--- src/rtl/clock_monitor_if.sv ---
`timescale 1ns/1ps
`default_nettype none
// ============================================================================
// clock_monitor_if : monitored clocks, controls and status of clock_monitor
// Revision 1.0
// ============================================================================

interface clock_monitor_if #(
    parameter int CNT_W = 12
);
    logic             lsi_clk;
    logic             wdt_clk;
    logic             lsi_mon_en;
    logic             wdt_mon_en;
    logic             fault_clr;
    logic [CNT_W-1:0] lsi_period;
    logic [CNT_W-1:0] wdt_period;
    logic             lsi_ok;
    logic             wdt_ok;
    logic [1:0]       lsi_fault;
    logic [1:0]       wdt_fault;
    logic             fault_irq;

    modport master (
        output lsi_clk, wdt_clk, lsi_mon_en, wdt_mon_en, fault_clr,
        input  lsi_period, wdt_period, lsi_ok, wdt_ok, lsi_fault, wdt_fault, fault_irq
    );

    modport slave (
        input  lsi_clk, wdt_clk, lsi_mon_en, wdt_mon_en, fault_clr,
        output lsi_period, wdt_period, lsi_ok, wdt_ok, lsi_fault, wdt_fault, fault_irq
    );
endinterface

`default_nettype wire

--- src/rtl/clock_monitor.sv ---
`timescale 1ns/1ps
`default_nettype none
// ============================================================================
// clock_monitor : period / range / stuck checker for the lsi and wdt clocks
// Revision 1.0
// ============================================================================

module clock_monitor_ch #(
    parameter int SYNC_STAGES = 2,
    parameter int CNT_W       = 12,
    parameter int PER_MIN     = 8,
    parameter int PER_MAX     = 12,
    parameter int TIMEOUT     = 24
) (
    input  logic             clk,
    input  logic             reset,
    input  logic             mon_clk_i,
    input  logic             en_i,
    input  logic             fault_clr_i,
    output logic [CNT_W-1:0] period_o,
    output logic             ok_o,
    output logic [1:0]       fault_o
);
    typedef enum logic [2:0] {
        S_DISABLED   = 3'd0,
        S_WAIT_FIRST = 3'd1,
        S_MEASURE    = 3'd2,
        S_RUN        = 3'd3,
        S_FAULT      = 3'd4
    } state_t;

    localparam logic [1:0]       C_NONE    = 2'b00;
    localparam logic [1:0]       C_STUCK   = 2'b01;
    localparam logic [1:0]       C_FAST    = 2'b10;
    localparam logic [1:0]       C_SLOW    = 2'b11;
    localparam logic [CNT_W-1:0] C_CNT_MAX = {CNT_W{1'b1}};
    localparam logic [CNT_W-1:0] C_MIN     = CNT_W'(PER_MIN);
    localparam logic [CNT_W-1:0] C_MAX     = CNT_W'(PER_MAX);
    localparam logic [CNT_W-1:0] C_TIMEOUT = CNT_W'(TIMEOUT);

    state_t                 state_q, state_d;
    logic [SYNC_STAGES-1:0] sync_q;
    logic                   prev_q;
    logic [CNT_W-1:0]       cnt_q, cnt_d;
    logic [CNT_W-1:0]       period_q, period_d;
    logic [1:0]             fault_q, fault_d;
    logic                   rise;
    logic                   timeout;
    logic [CNT_W-1:0]       meas;
    logic [1:0]             range_code;
    logic [1:0]             new_code;

    // Sync depth must be at least 2; stage 0 is the metastable capture flop.
    always_ff @(posedge clk or posedge reset) begin
        if (reset) begin
            sync_q <= '0;
            prev_q <= 1'b0;
        end else begin
            sync_q <= {sync_q[SYNC_STAGES-2:0], mon_clk_i};
            prev_q <= sync_q[SYNC_STAGES-1];
        end
    end

    assign rise    = sync_q[SYNC_STAGES-1] & ~prev_q;
    assign timeout = (cnt_q == C_TIMEOUT);
    // Doubles as the saturating counter increment and the measured period.
    assign meas    = (cnt_q == C_CNT_MAX) ? C_CNT_MAX : cnt_q + CNT_W'(1);

    always_comb begin
        range_code = C_NONE;
        if (meas < C_MIN) begin
            range_code = C_FAST;
        end else if (meas > C_MAX) begin
            range_code = C_SLOW;
        end
    end

    always_ff @(posedge clk or posedge reset) begin
        if (reset) begin
            state_q  <= S_DISABLED;
            cnt_q    <= '0;
            period_q <= '0;
            fault_q  <= C_NONE;
        end else begin
            state_q  <= state_d;
            cnt_q    <= cnt_d;
            period_q <= period_d;
            fault_q  <= fault_d;
        end
    end

    always_comb begin
        state_d  = state_q;
        cnt_d    = rise ? '0 : meas;
        period_d = period_q;
        fault_d  = fault_q;
        new_code = C_NONE;

        case (state_q)
            S_DISABLED: begin
                cnt_d = '0;
                if (en_i) begin
                    state_d = S_WAIT_FIRST;
                end
            end
            S_WAIT_FIRST: begin
                if (timeout) begin
                    new_code = C_STUCK;
                end else if (rise) begin
                    state_d = S_MEASURE;
                end
            end
            S_MEASURE, S_RUN: begin
                if (timeout) begin
                    new_code = C_STUCK;
                end else if (rise) begin
                    period_d = meas;
                    new_code = range_code;
                    if (range_code == C_NONE) begin
                        state_d = S_RUN;
                    end
                end
            end
            S_FAULT: begin
                if (timeout) begin
                    new_code = C_STUCK;
                end else if (rise) begin
                    period_d = meas;
                    new_code = range_code;
                end
                // Re-arm restarts the count so a stale count cannot skip the timeout.
                if (fault_clr_i && (new_code == C_NONE)) begin
                    state_d = S_WAIT_FIRST;
                    cnt_d   = '0;
                end
            end
            default: begin
                state_d = S_DISABLED;
            end
        endcase

        // A detection in the clear cycle survives the clear with its own cause.
        if (new_code != C_NONE) begin
            state_d = S_FAULT;
            if ((fault_q == C_NONE) || fault_clr_i) begin
                fault_d = new_code;
            end
        end else if (fault_clr_i) begin
            fault_d = C_NONE;
        end

        if (!en_i) begin
            state_d = S_DISABLED;
            cnt_d   = '0;
            fault_d = fault_clr_i ? C_NONE : fault_q;
        end
    end

    assign period_o = period_q;
    assign ok_o     = (state_q == S_RUN);
    assign fault_o  = fault_q;
endmodule

module clock_monitor #(
    parameter int SYNC_STAGES = 2,
    parameter int CNT_W       = 12,
    parameter int LSI_MIN     = 8,
    parameter int LSI_MAX     = 12,
    parameter int LSI_TIMEOUT = 24,
    parameter int WDT_MIN     = 18,
    parameter int WDT_MAX     = 22,
    parameter int WDT_TIMEOUT = 44
) (
    input  logic           clk,
    input  logic           reset,
    clock_monitor_if.slave mon
);
    logic fault_irq_q;

    clock_monitor_ch #(
        .SYNC_STAGES (SYNC_STAGES),
        .CNT_W       (CNT_W),
        .PER_MIN     (LSI_MIN),
        .PER_MAX     (LSI_MAX),
        .TIMEOUT     (LSI_TIMEOUT)
    ) u_lsi (
        .clk         (clk),
        .reset       (reset),
        .mon_clk_i   (mon.lsi_clk),
        .en_i        (mon.lsi_mon_en),
        .fault_clr_i (mon.fault_clr),
        .period_o    (mon.lsi_period),
        .ok_o        (mon.lsi_ok),
        .fault_o     (mon.lsi_fault)
    );

    clock_monitor_ch #(
        .SYNC_STAGES (SYNC_STAGES),
        .CNT_W       (CNT_W),
        .PER_MIN     (WDT_MIN),
        .PER_MAX     (WDT_MAX),
        .TIMEOUT     (WDT_TIMEOUT)
    ) u_wdt (
        .clk         (clk),
        .reset       (reset),
        .mon_clk_i   (mon.wdt_clk),
        .en_i        (mon.wdt_mon_en),
        .fault_clr_i (mon.fault_clr),
        .period_o    (mon.wdt_period),
        .ok_o        (mon.wdt_ok),
        .fault_o     (mon.wdt_fault)
    );

    always_ff @(posedge clk or posedge reset) begin
        if (reset) begin
            fault_irq_q <= 1'b0;
        end else begin
            fault_irq_q <= (mon.lsi_fault != 2'b00) || (mon.wdt_fault != 2'b00);
        end
    end

    assign mon.fault_irq = fault_irq_q;
endmodule

`default_nettype wire

--- src/flat_wrapper.sv ---
// flat-port wrapper written by rule: the top's interface ports become plain ports
module clock_monitor_flat 
#(
    parameter int SYNC_STAGES = 2,
    parameter int CNT_W       = 12,
    parameter int LSI_MIN     = 8,
    parameter int LSI_MAX     = 12,
    parameter int LSI_TIMEOUT = 24,
    parameter int WDT_MIN     = 18,
    parameter int WDT_MAX     = 22,
    parameter int WDT_TIMEOUT = 44
)
  (clk, reset, mon_lsi_clk, mon_wdt_clk, mon_lsi_mon_en, mon_wdt_mon_en, mon_fault_clr, mon_lsi_period, mon_wdt_period, mon_lsi_ok, mon_wdt_ok, mon_lsi_fault, mon_wdt_fault, mon_fault_irq);
  clock_monitor_if #(.CNT_W(CNT_W)) mon_i ();
  input  logic clk;
  input  logic reset;
  input wire logic [$bits(mon_i.lsi_clk)-1:0] mon_lsi_clk;
  input wire logic [$bits(mon_i.wdt_clk)-1:0] mon_wdt_clk;
  input wire logic [$bits(mon_i.lsi_mon_en)-1:0] mon_lsi_mon_en;
  input wire logic [$bits(mon_i.wdt_mon_en)-1:0] mon_wdt_mon_en;
  input wire logic [$bits(mon_i.fault_clr)-1:0] mon_fault_clr;
  output wire logic [$bits(mon_i.lsi_period)-1:0] mon_lsi_period;
  output wire logic [$bits(mon_i.wdt_period)-1:0] mon_wdt_period;
  output wire logic [$bits(mon_i.lsi_ok)-1:0] mon_lsi_ok;
  output wire logic [$bits(mon_i.wdt_ok)-1:0] mon_wdt_ok;
  output wire logic [$bits(mon_i.lsi_fault)-1:0] mon_lsi_fault;
  output wire logic [$bits(mon_i.wdt_fault)-1:0] mon_wdt_fault;
  output wire logic [$bits(mon_i.fault_irq)-1:0] mon_fault_irq;
  assign mon_i.lsi_clk = mon_lsi_clk;
  assign mon_i.wdt_clk = mon_wdt_clk;
  assign mon_i.lsi_mon_en = mon_lsi_mon_en;
  assign mon_i.wdt_mon_en = mon_wdt_mon_en;
  assign mon_i.fault_clr = mon_fault_clr;
  assign mon_lsi_period = mon_i.lsi_period;
  assign mon_wdt_period = mon_i.wdt_period;
  assign mon_lsi_ok = mon_i.lsi_ok;
  assign mon_wdt_ok = mon_i.wdt_ok;
  assign mon_lsi_fault = mon_i.lsi_fault;
  assign mon_wdt_fault = mon_i.wdt_fault;
  assign mon_fault_irq = mon_i.fault_irq;
  clock_monitor #(.SYNC_STAGES(SYNC_STAGES), .CNT_W(CNT_W), .LSI_MIN(LSI_MIN), .LSI_MAX(LSI_MAX), .LSI_TIMEOUT(LSI_TIMEOUT), .WDT_MIN(WDT_MIN), .WDT_MAX(WDT_MAX), .WDT_TIMEOUT(WDT_TIMEOUT)) u_core (.clk(clk), .reset(reset), .mon(mon_i));
endmodule
--- config.mk ---
export PLATFORM = sky130hd
export DESIGN_NAME = clock_monitor_flat
export DESIGN_NICKNAME = d
export VERILOG_FILES = /design/src/rtl/clock_monitor_if.sv /design/src/rtl/clock_monitor.sv /design/src/flat_wrapper.sv
export SDC_FILE = /design/constraint.sdc
export NUM_CORES = 1
export LEC_CHECK = 0
export ABC_AREA = 1
export BUFFER_PORTS_ARGS = -buffer_cell sky130_fd_sc_hd__buf_2
export CAP_MARGIN = 20
export CORE_MARGIN = 10
export CORE_UTILIZATION = 59
export CTS_CLUSTER_DIAMETER = 30
export DETAILED_ROUTE_END_ITERATION = 8
export PLACE_DENSITY = 0.8
export SETUP_SLACK_MARGIN = 0.05
export SLEW_MARGIN = 20
export SYNTH_ARGS = -nofsm -noshare
export SYNTH_HDL_FRONTEND = slang
export SYNTH_HIERARCHICAL = 1
export SYNTH_SLANG_ARGS = --single-unit
--- constraint.sdc ---
create_clock -name clk -period 2.8 [get_ports clk]
set_clock_uncertainty 0.05 [all_clocks]
set_input_delay 0.56 -clock clk [delete_from_list [all_inputs] [get_ports clk]]
set_output_delay 0.56 -clock clk [all_outputs]
set_load 0.02 [all_outputs]
### After elaboration in Yosys (flattened, before gate mapping)

Index checks and enable logic that the tools add are counted.
Widths: inputs -> output; s select.

| operators by class | value |
|---|---|
| $add $sub $neg | 2 |
| order comparisons | 4 |
| equality and inequality tests | 26 |
| multiplexer cells | 50 |
| bitwise operators | 6 |
| reductions and logical operators | 25 |

Operators by type and width:

| cell | count |
|---|---|
| $mux 12 | 8 |
| $mux 3 | 16 |
| $ne 4x4->1 const B | 12 |
| $pmux 12 s2 | 2 |
| $mux 2 | 18 |
| $add 12x1->12 const B | 2 |
| $eq 12x12->1 const B | 2 |
| $pmux 3 s4 | 2 |
| $eq 12x5->1 const B | 1 |
| $eq 12x6->1 const B | 1 |
| $eq 3x2->1 const B | 4 |
| $gt 12x4->1 const B | 1 |
| $gt 12x5->1 const B | 1 |
| $logic_not 2->1 | 6 |
| $lt 12x4->1 const B | 1 |
| $lt 12x5->1 const B | 1 |
| $pmux 2 s3 | 2 |
| $reduce_and 6->1 | 2 |
| $reduce_bool 2->1 | 4 |
| $eq 3x1->1 const B | 2 |
| $eq 3x3->1 const B | 2 |
| $logic_not 3->1 | 2 |
| $ne 3x2->1 const B | 2 |
| $reduce_and 3->1 | 2 |
| other kinds (7) | 17 |

| word-level totals | value |
|---|---|
| flip-flop bits (word level) | 65 |
| input port bits | 7 |
| output and inout bits | 31 |
| logic and storage cells | 126 |

### Depth between registers and ports, before layout

| depth | value |
|---|---|
| depth in word-level cells | 14 |
| depth in mapped cells | 19 |
| gate-level depth less buffers | 19 |

### Cells and area by module

Netlist, hierarchy kept.

By module, submodules not included:

| module | instances | cells an instance | area an instance (um2) | seq. area each (um2) |
|---|---|---|---|---|
| clock_monitor_ch at u_core.u_wdt | 1 | 237 | 1824.2 | 800.8 |
| clock_monitor_ch at u_core.u_lsi | 1 | 232 | 1755.4 | 800.8 |
| clock_monitor | 1 | 5 | 40.0 | 25.0 |

### Least setup slack after synthesis

No wires, ideal clock.

| path | value |
|---|---|
| path type | register to register |
| from | reg u_core.u_lsi.cnt_q[0] |
| to | reg u_core.u_lsi.cnt_q[5] |
| library setup time | 0.126 ns |
| arrival | 1.914 ns |
| data required time | 2.624 ns |
| path slack | 0.710 ns |
| cell stages (with the launch flop) | 17 |
| buffers on the path | 1 |
| path through | dfrtp_1 ha_1 nand2_2 nor2_4 nand3_2 nand2_1 inv_2 nand2_1 nor2_2 nand3_1 a21oi_2 nand3_2 nand2_2 nand2_2 nand2_2 buf_6 nor2_2 |

| between the ends | value |
|---|---|
| word-level cells in the longest chain between the ends | 13 |

RTL lines:

| item | line | text |
|---|---|---|
| from (decl) | clock_monitor.sv:44 | `logic [CNT_W-1:0] cnt_q, cnt_d;` |
| from (signal assigned) | clock_monitor.sv:86 | `cnt_q <= cnt_d;` |
| $add 12x1->12 / $eq 12x12->1 (equally long branches) | clock_monitor.sv:67 | `assign meas = (cnt_q == C_CNT_MAX) ? C_CNT_MAX : cnt_q + CNT_W'(1);` |
| $mux 12 | clock_monitor.sv:67 |  |
| $gt 12x4->1 | clock_monitor.sv:73 | `end else if (meas > C_MAX) begin` |
| $mux 2 | clock_monitor.sv:73 |  |
| $mux 2 | clock_monitor.sv:71 | `if (meas < C_MIN) begin` |
| $mux 2 | clock_monitor.sv:127 | `end else if (rise) begin` |
| $mux 2 | -- |  |
| $mux 2 | clock_monitor.sv:99 | `case (state_q)` |
| $logic_not 2->1 | clock_monitor.sv:132 | `if (fault_clr_i && (new_code == C_NONE)) begin` |
| $logic_and 1x1->1 | clock_monitor.sv:132 |  |
| $mux 12 | clock_monitor.sv:132 |  |
| $pmux 12 s2 (*) | clock_monitor.sv:99 |  |
| $mux 12 (*) | clock_monitor.sv:152 | `if (!en_i) begin` |
| via u_core.u_lsi.cnt_d[5] | clock_monitor.sv:44 |  |

Mark *: on every way through the listed nets, which the timed path passes. The rest lies on a longest branch. The select of a mux whose other input is x is not followed.
A chain may end at the register's enable or synchronous reset.

### Worst setup path in the final report

| path | value |
|---|---|
| from | reg u_core.u_lsi.cnt_q[0] |
| to | reg u_core.u_lsi.cnt_q[0] |

Same word-level chain as after synthesis.

==> flow_results.org <==
** Outcome
- The flow ran to the end, and the final reports show no timing, DRC or antenna violations.

** Detailed routing
- DR vias :: 3138
- The first detailed-routing pass ran for 4 iterations.
- Post-route antenna net violation count :: 0
- In the routed design, unresolved DRC markers number 0.
- The routed design has 7990 µm of wire.
- Dividing the detail-routed wire length by the instance count gives 13.4 µm.
- Number of vias per cell :: 5.25
- 1st-iter DRT viols :: 105

** Floorplanning
- The die is 98.3 µm tall.
- In this run the horizontal extent of the chip is 98.3 µm.
- Core region area :: 5960 µm²
- Total I/O pin count :: 38
- The die covers 9670 µm².
- The floorplan has 28 rows.
- The initial utilization of the core area, before any placement, comes to 60.8%.

** Logic synthesis
- Count of state elements after synthesis :: 65
- Prevailing post-synth register cell :: sky130_fd_sc_hd__dfrtp_1
- Sorting the synthesized cells by how often they occur yields sky130_fd_sc_hd__nand2_1 (120), sky130_fd_sc_hd__inv_1 (66), sky130_fd_sc_hd__dfrtp_1 (65), sky130_fd_sc_hd__nor2_1 (52), sky130_fd_sc_hd__o21ai_0 (32).
- Post-synth cell types :: 29
- Summed over all instances, the cell type with the most area after synthesis is sky130_fd_sc_hd__dfrtp_1.
- Proportion of synthesized flip-flops having asynchronous set or reset :: 100%
- EDFF count, synth :: 0
- Gate count after technology mapping :: 474
- Area contributors post-synth :: sky130_fd_sc_hd__dfrtp_1 (45%), sky130_fd_sc_hd__nand2_1 (12%), sky130_fd_sc_hd__inv_1 (6.8%)
- Counting every net in the synthesized netlist gives 485.
- Sequential fraction of the synthesis area :: 44.9%
- The top cell type by area accounts for 44.9% of the synthesized area.
- Ys Warns :: 6
- Mean instance size in the synthesized netlist :: 7.64 µm²
- Leading cell type by number of instances after synthesis :: sky130_fd_sc_hd__nand2_1
- Total standard cell area after synthesis :: 3620 µm²

** Timing
- Crit share post-route :: 90.0%
- Min cycle time layout :: 2.52 ns
- Worst slew margin relative to its limit :: 58.3%
- Setup violations remaining at the end of the flow were counted as 0.
- Worst-margin pin slew :: 0.624 ns
- Setup repair after global routing left no endpoint under its margin.
- The hold violation total from the final report is 0.
- Achievable frequency :: 397 MHz
- Worst Slack Setup Final :: 0.281 ns
- After routing, the total negative slack on setup checks comes to 0 ns.
- Number of slew-limit violations in the final report :: 0

** Layout
- Of the cells placed in the final design, the portion with a size suffix greater than 1 is 22.6%.
- Net count of the finished layout :: 529
- The area growth from synthesis to layout is 12.7%.
- Diodes inserted :: 0
- Number of filler instances in the final layout :: 493

** Clock tree
- Clock tree from TritonCTS :: done
- Cts bufs inserted :: 9
- The number of setup buffers added after CTS is 0.
- CTS H-tree depth :: 3
- # clock sinks :: 65
- Post_cts resized :: 0
- Clock slew at reported path FFs :: 0.07 ns
- Number of buffers between clock root and the deepest sink :: 2
- Count of hold-fix buffers inserted at cts :: 0
- The root buffer cell chosen for the clock tree is sky130_fd_sc_hd__clkbuf_8.
- Clock latency on the worst-skew pair, taken at its later pin, is 0.33 ns.

** Flow run
- Total of max-cap violations :: 0

** Power and ir drop
- PwrDens :: 606 nW/µm²
- Leakage power summed over all cells :: 2.05 nW
- VDD sags by at most 0.000501 V.

** Global routing
- GR Util All Layers :: 16.8%
- Global routing finished with a remaining overflow of 0.
- Antenna violations before repair :: 0
- First-pass GRT wire length :: 13700 µm
- Pin count of the biggest net entering global routing :: 33
- The via count of the first global-routing pass came to 3125.

** Hold path
- Hold Crit Class :: input port to async pin

** Setup path
- Register-to-register setup slack :: 0.28 ns
- STA classifies the critical path endpoint as a flop.
- The critical path is of the flop to flop type.
- Along the worst path, the maximum fanout reaches 12.
- The worst setup path is launched from a flop.
- Data arrives at the worst endpoint at 2.68 ns.
- Required time of the critical path :: 2.96 ns

** Place
- Prior to clock tree synthesis, the placed netlist has a worst setup slack of 0.392 ns.
- HPWL after DPL :: 5980 µm
- The count of buffers added on input and output ports is 37.
- Final weighted congestion in routability-driven placement :: 0.928
==> sequential cells by signal, indices dropped and copies added (netlist names), 2 cells and up <==
name / flops
u_core/u_lsi/cnt_q: 12
u_core/u_lsi/fault_o: 2
u_core/u_lsi/period_o: 12
u_core/u_lsi/state_q: 3
u_core/u_lsi/sync_q: 2
u_core/u_wdt/cnt_q: 12
u_core/u_wdt/fault_o: 2
u_core/u_wdt/period_o: 12
u_core/u_wdt/state_q: 3
u_core/u_wdt/sync_q: 2
==> path summary, 6_finish.rpt <==
path,cells past startpoint,start,endpoint
max in group asynchronous,3,reset,u_core/u_wdt/cnt_q[8]$_DFF_PP0_
min,2,reset,u_core/mon.fault_irq$_DFF_PP0_
min in group clk,1,mon_wdt_clk,u_core/u_wdt/sync_q[0]$_DFF_PP0_
max,15,u_core/u_lsi/cnt_q[0]$_DFF_PP0_,u_core/u_lsi/cnt_q[0]$_DFF_PP0_
max reg2reg,15,u_core/u_lsi/cnt_q[0]$_DFF_PP0_,u_core/u_lsi/cnt_q[0]$_DFF_PP0_
min reg2reg,0,u_core/u_wdt/sync_q[0]$_DFF_PP0_,u_core/u_wdt/sync_q[1]$_DFF_PP0_
==> per-layer routing <==
layer | global-route usage (%) | routed length (µm) | share of wire [%] | vias to the layer above
met2 | 29.6 | 4160 | 52 | 77
met4 | 8.38 | 119 | 1.5 | 0
met3 | 3.88 | 426 | 5.3 | 9
met1 | 18.4 | 3280 | 41 | 1476
met5 | 0 | 0 | 0 | -
li1 | - | - | - | 1576
==> area by class of cell <==
class / count / area, µm² / share of cell area [%]
Inverter: 68 / 255 / 6.26
Clock inverter: 2 / 35.0 / 0.859
Tap cell: 75 / 93.8 / 2.30
Clock buffer: 14 / 173 / 4.23
Timing Repair Buffer: 39 / 200 / 4.91
Multi-Input combinational cell: 335 / 1700 / 41.6
Sequential cell: 65 / 1630 / 39.9
==> cell usage in the layout, fill, tap and decap left out, types with 3 or more instances in the layout <==
master,netlist,layout
sky130_fd_sc_hd__nand4_1,11,11
sky130_fd_sc_hd__inv_1,66,66
sky130_fd_sc_hd__nand2_1,120,120
sky130_fd_sc_hd__clkbuf_8,0,12
sky130_fd_sc_hd__buf_2,0,37
sky130_fd_sc_hd__nand2_2,17,17
sky130_fd_sc_hd__xnor2_1,3,3
sky130_fd_sc_hd__ha_1,4,4
sky130_fd_sc_hd__nor3_1,6,6
sky130_fd_sc_hd__nor2_2,31,31
sky130_fd_sc_hd__nand3_2,5,5
sky130_fd_sc_hd__dfrtp_1,65,65
sky130_fd_sc_hd__nor2_1,52,52
sky130_fd_sc_hd__nor2_4,6,6
sky130_fd_sc_hd__nand3_1,30,30
sky130_fd_sc_hd__a21oi_1,5,5
sky130_fd_sc_hd__o21ai_0,32,32
==> per-stage QoR <==
stage / std cells / instance area, µm² / hold WS, ns / power [mW] / utilization, %
after global placement: 582 / 3870 / 0.286 / 1.64 / 65.0
after CTS: 598 / 4080 / 0.00374 / 2.50 / 68.5
after detailed placement: 582 / 3870 / 0.293 / 1.67 / 65.0
final: 598 / 4080 / 0.0176 / 2.47 / 68.5
after global routing: 598 / 4080 / 0.0128 / 2.63 / 68.5
after floorplan: 474 / 3620 / 0.239 / 1.54 / -
==> cells by family after synthesis <==
group | share of synthesized area, %
DFF | 44.9
and+or+nand+nor | 38.0
buffers and inverters | 8.19
AOI/OAI and AO/OA | 6.78
adders and majority gates | 1.38
xor gates and xnor gates | 0.726
==> power by group <==
| group | switching (mW) | leakage [nW] | internal (mW) |
|---|---|---|---|
| Combinational | 0.399 | 1.06 | 0.170 |
| Sequential | 0.0644 | 0.882 | 1.02 |
| Clock | 0.334 | 0.107 | 0.484 |
==> critical path: stages (launching register included) <==
cell and delay [ns]:
sky130_fd_sc_hd__dfrtp_1 0.42, sky130_fd_sc_hd__ha_1 0.25, sky130_fd_sc_hd__nand2_2 0.13, sky130_fd_sc_hd__nor2_4 0.05, sky130_fd_sc_hd__nand3_2 0.16, sky130_fd_sc_hd__nand2_1 0.11
sky130_fd_sc_hd__nor2_1 0.10, sky130_fd_sc_hd__nor2_1 0.04, sky130_fd_sc_hd__nor2_1 0.16, sky130_fd_sc_hd__nand4_1 0.19, sky130_fd_sc_hd__nand2_1 0.14, sky130_fd_sc_hd__nand3_2 0.09
sky130_fd_sc_hd__nand2_2 0.08, sky130_fd_sc_hd__nand2_2 0.05, sky130_fd_sc_hd__nand2_2 0.28, sky130_fd_sc_hd__nor2_1 0.08
Power figures use the tool's default switching activity.
